[config.mk]
export PLATFORM = sky130hd
export DESIGN_NAME = trng_postproc
export DESIGN_NICKNAME = d
export VERILOG_FILES = /design/src/rtl/trng_postproc.sv
export SDC_FILE = /design/constraint.sdc
export NUM_CORES = 1
export LEC_CHECK = 0
export ABC_AREA = 1
export BUFFER_PORTS_ARGS = -buffer_cell sky130_fd_sc_hd__buf_2
export CAP_MARGIN = 20
export CORE_UTILIZATION = 39
export DETAILED_ROUTE_END_ITERATION = 12
export PLACE_DENSITY = 0.56
export SYNTH_ARGS = -nofsm -noshare
export SYNTH_HDL_FRONTEND = slang
export SYNTH_SLANG_ARGS = --single-unit
[constraint.sdc]
create_clock -name clk -period 3.5 [get_ports clk]
set_input_delay 0.35 -clock clk [delete_from_list [all_inputs] [get_ports clk]]
set_output_delay 0.35 -clock clk [all_outputs]
set_load 0.05 [all_outputs]
[src/rtl/trng_postproc.sv]
// TRNG post-processing: parity fold of TDC codes, von Neumann debiasing, byte packing,
// FWFT byte FIFO and a sticky repetition-count health test that blocks output.
module trng_postproc #(
  parameter int FIFO_DEPTH = 16,
  parameter int RCT_CUTOFF = 32
) (
  input  logic                          clk,
  input  logic                          rst,
  input  logic                          enable,
  input  logic [7:0]                    sample_in,
  output logic [7:0]                    out_data,
  output logic                          out_valid,
  input  logic                          out_ready,
  output logic [$clog2(FIFO_DEPTH):0]   fifo_level,
  output logic                          rct_alarm,
  output logic                          overflow
);
  localparam int AW = $clog2(FIFO_DEPTH);

  logic          s1_valid_reg, s1_bit_reg;
  logic [7:0]    prev_sample_reg;
  logic [7:0]    rep_cnt_reg, rep_cnt_next;
  logic          rct_alarm_reg, alarm_set, block;
  logic          half_reg, first_reg;
  logic [7:0]    pack_reg;
  logic [2:0]    pack_cnt_reg;
  logic [7:0]    mem [FIFO_DEPTH];
  logic [AW:0]   wr_ptr_reg, rd_ptr_reg;
  logic          overflow_reg;
  logic          vn_valid, byte_done, wr_req, wr_en, pop, full, empty;
  logic [7:0]    byte_val;

  // Repetition count; rep_cnt of 0 marks "no previous sample since reset".
  always_comb begin
    rep_cnt_next = rep_cnt_reg;
    if (enable) begin
      if (rep_cnt_reg == 8'd0 || sample_in != prev_sample_reg)
        rep_cnt_next = 8'd1;
      else if (rep_cnt_reg != 8'hFF)
        rep_cnt_next = rep_cnt_reg + 8'd1;
    end
  end

  assign alarm_set = enable && (int'(rep_cnt_next) >= RCT_CUTOFF);
  assign block     = rct_alarm_reg | alarm_set;

  // Second bit of a pair that differs from the first emits the first bit.
  assign vn_valid  = s1_valid_reg & half_reg & (first_reg != s1_bit_reg);
  assign byte_done = vn_valid & (pack_cnt_reg == 3'd7);
  assign byte_val  = {pack_reg[6:0], first_reg};

  assign empty  = (wr_ptr_reg == rd_ptr_reg);
  assign full   = (wr_ptr_reg[AW] != rd_ptr_reg[AW]) &&
                  (wr_ptr_reg[AW-1:0] == rd_ptr_reg[AW-1:0]);
  assign pop    = ~empty & out_ready;
  assign wr_req = byte_done & ~block;
  assign wr_en  = wr_req & (~full | pop);

  always_ff @(posedge clk) begin
    if (rst) begin
      s1_valid_reg    <= 1'b0;
      s1_bit_reg      <= 1'b0;
      prev_sample_reg <= 8'h00;
      rep_cnt_reg     <= 8'd0;
      rct_alarm_reg   <= 1'b0;
    end else begin
      s1_valid_reg <= enable;
      if (enable) begin
        s1_bit_reg      <= ^sample_in;
        prev_sample_reg <= sample_in;
        rep_cnt_reg     <= rep_cnt_next;
      end
      if (alarm_set)
        rct_alarm_reg <= 1'b1;
    end
  end

  always_ff @(posedge clk) begin
    if (rst || block) begin
      half_reg     <= 1'b0;
      first_reg    <= 1'b0;
      pack_reg     <= 8'h00;
      pack_cnt_reg <= 3'd0;
    end else if (s1_valid_reg) begin
      if (!half_reg) begin
        first_reg <= s1_bit_reg;
        half_reg  <= 1'b1;
      end else begin
        half_reg <= 1'b0;
        if (vn_valid) begin
          pack_reg     <= byte_val;
          pack_cnt_reg <= pack_cnt_reg + 3'd1;
        end
      end
    end
  end

  always_ff @(posedge clk) begin
    if (rst) begin
      wr_ptr_reg   <= '0;
      rd_ptr_reg   <= '0;
      overflow_reg <= 1'b0;
    end else begin
      if (wr_en)
        wr_ptr_reg <= wr_ptr_reg + 1'b1;
      if (pop)
        rd_ptr_reg <= rd_ptr_reg + 1'b1;
      if (wr_req && full && !pop)
        overflow_reg <= 1'b1;
    end
  end

  always_ff @(posedge clk) begin
    if (!rst && wr_en)
      mem[wr_ptr_reg[AW-1:0]] <= byte_val;
  end

  // Head byte is read combinationally so it is visible in the cycle after the write.
  assign out_data   = empty ? 8'h00 : mem[rd_ptr_reg[AW-1:0]];
  assign out_valid  = ~empty;
  assign fifo_level = wr_ptr_reg - rd_ptr_reg;
  assign rct_alarm  = rct_alarm_reg;
  assign overflow   = overflow_reg;
endmodule

==> flow_summary.toml <==
[outcome]
status = "completed"

[cts]
htreeDepth = 4
cts_resized = 0
cts_tree = "done"
postCtsSetupBuffers = 0
hold_buffers = 0
clock_path_buffers = 2
numCtsBuffers = 17
clk_pin_slew_ns = 0.07
insertion_delay_ns = 0.43
root_buffer = "clkbuf_16"
cts_sinks = 174

[synthesis]
synthXorXnorAreaFrac_pct = 2.19
synthArstFlopShare_pct = 0
ys_ff_latch = 174
yosysWarnings = 0
synth_top_family_by_area = "simple AND/OR/NAND/NOR gates"
synth-compound-area-share_pct = 13.2
syn-instance-count = 705
ys.flop_type = "edfxtp_1"
syn_area_sq_mm = 0.00760
synth_area_leaders = "edfxtp_1 (51%), dfxtp_1 (12%), nor2_1 (6.8%)"
yosysUniqueCellTypes = 40
avgSynthCellArea_sq_um = 10.8
yosys.area_share.simple_pct = 15.2
muxShareOfSynthArea_pct = 0
synth_nets = 731
synth_common_cells = "nor2_1 (137), edfxtp_1 (128), o21ai_0 (83)"
synth-edff-count = 128
synth_fa_ha_area_share_pct = 2.40
synth.most_common_cell = "nor2_1"
synth_top_area_cell = "edfxtp_1"
netlist.area_leader.share_pct = 50.6
yosysSeqAreaShare_pct = 62.7

[timing]
layout_setup_ws_ns = 0.510
tightest_slew_ns = 0.883
fmax_ghz = 0.334
setup_viol_count_final = 0
hold_viol = 0
slew_headroom_pct = 41.1
fin_crit_ns = 2.99
fin_skew_ns = 0.0104
grt_setup_unrepaired = "false"
tns_ns = 0
finalCritPeriodShare_pct = 85.4
finalMaxSlewViolations = 0

[global_routing]
grt_overflow = 0
use_met3_pct = 2.73
grt_first_pass_wirelength_um = 28700
grt_use_met2_pct = 33.1
antenna_found_initial = 0
top_usage_layer = "met2"
first_global_vias = 5293
grt_usage_pct = 19.3
met1_usage_pct = 24.7
grt_max_degree = 65

[pwr]
p_sw_mw = 1.19
seqPwrFrac_pct = 47.1
comb_power_share_pct = 10.0
ir_drop_uv = 338
internal_power_mw = 3.54
p_sw_share_pct = 25.2
power.leakage_nw = 3.10
p_clk_share_pct = 42.9
power_density_mw_per_mm2 = 547

[flow_run]
drv_cap = 0

[final_layout]
area_growth_syn_to_layout_pct = 13.6
final_nets = 754
instances_no_fill = 1000
largest_reg_flops = 128
fill_cells = 1763
num_antenna_cells = 0
drive_above_1_share_pct = 14.5

[setup_path]
reg2reg_slack_ns = 0.68
cp_slowest_cell = "inv_2"
critPathCaptureType = "output pin"
path_class = "reg2out"
cp.required_ns = 3.15
max_stage_delay_ns = 0.52
r2r-start = "s1_bit_reg"
r2r-end = "mem[12][3]"
start_kind = "flip-flop"
path_cells = "inv_2 > buf_4 > nor2_1 > o221ai_1 > nand3_1 > a21oi_1 > buf_2"
arrival_ns = 2.64
cp_max_fo = 44
crit_family = "buffers and inverters"
r2r_cells = 7
path_buf_inv = 3

[drt]
wire_per_inst_um = 18.1
num_vias = 5295
drc = 0
drt_iter0_drc = 439
final_antenna_net_count = 0
vias_per_cell = 5.30
finalWirelength_um = 18100
drt_pass1_iterations = 5

[placed_design]
pre_cts_ws_ns = 0.697
placement.io_buffers = 27
dp_cells = 969
gp_congestion = 0.821
dp_hpwl_um = 11700

[worst_hold_path]
min_to = "prev_sample_reg[0]"
hp-start = "sample_in[0]"
min_delay_path_depth = 3
hold_path.class = "in2reg"

[die]
die_h_um = 142
die_x_um = 142
ios = 28
dieArea_sq_mm = 0.0201
core_sq_mm = 0.0189
rows = 50
initial_core_util_pct = 40.2
-- final cells by class --
cell class / count / area [sq um] / share of cell area [%]
flip-flops and latches: 174 / 4770 / 55.2
repair buffers: 39 / 225 / 2.61
clock buffers: 17 / 425 / 4.92
clock inverters: 14 / 204 / 2.36
inverters: 49 / 184 / 2.13
well taps: 260 / 325 / 3.77
multi-input cells: 447 / 2510 / 29.0
-- routing by layer --
metal	share of wire, %	vias up
met2	50	142
met1	45	2606
met3	3.8	18
met5	0	-
li1	-	2529
met4	1.6	0
-- power by group through the flow --
stage / Combinational [mW] / Clock, mW / Sequential [mW]
2_1_floorplan: 0.353 / 0 / 2.26
3_3_place_gp: 0.468 / 0 / 2.27
3_5_place_dp: 0.475 / 0 / 2.27
4_1_cts: 0.476 / 2.06 / 2.23
5_1_grt: 0.516 / 2.14 / 2.23
6_report: 0.474 / 2.03 / 2.23
-- cell families (layout without fill, tap and decap cells) --
| kind of cell | Yosys count | after routing |
|---|---|---|
| xor gates and xnor gates | 19 | 19 |
| DFF | 174 | 174 |
| AOI/OAI and AO/OA | 164 | 164 |
| buffers and inverters | 84 | 119 |
| and+or+nand+nor | 250 | 250 |
| adders and majority gates | 14 | 14 |
-- metrics by stage --
| stage | hold WS (ns) | power, mW | util (%) | instance area, sq um |
|---|---|---|---|---|
| after CTS | 0.190 | 4.76 | 45.7 | 8640 |
| after global placement | 0.457 | 2.74 | 42.4 | 8010 |
| after detailed placement | 0.466 | 2.75 | 42.4 | 8010 |
| after global routing | 0.217 | 4.88 | 45.7 | 8640 |
| final | 0.205 | 4.73 | 45.7 | 8640 |
| after floorplan | 0.441 | 2.62 | - | 7600 |
-- tightest hold or removal path: cells and delay by family --
family | cells | cell delay, ns
buffers and inverters | 2 | 0.17
AO/OA/AOI/OAI | 1 | 0.05
-- placed cells by master (no fill, tap or decap), types with 3 or more instances in the layout --
master      count
o22ai_1        10
inv_2           4
a21oi_1        25
buf_2          27
nor2_1        137
nor2_4          3
clkinv_1        4
nand2_1        58
nor2_2          4
nand3_4         3
inv_1          42
edfxtp_1      128
o21ai_0        83
xor2_1          9
ha_1           13
inv_6           4
o2111ai_1       8
nand3_1        23
o221ai_1       22
bufinv_16       4
a21oi_2         8
nand4_1         6
clkinvlp_4      3
nor3_1          3
buf_4          12
nand2_2         4
dfxtp_1        45
clkbuf_16      17
nand3_2         4
xnor2_1        10
-- worst max path at each step --
| stage | endpoint | slack [ns] | cells past startpoint |
|---|---|---|---|
| final | out_data[1] | 0.51 | 7 |
| after floorplan | mem[15][0] | 1.11 | 12 |
| after global routing | out_data[1] | 0.36 | 7 |
| after global placement | mem[12][1] | 0.79 | 7 |
| after detailed placement | mem[12][5] | 0.70 | 7 |
| after CTS | out_data[1] | 0.51 | 7 |
Power figures use the tool's default switching activity.
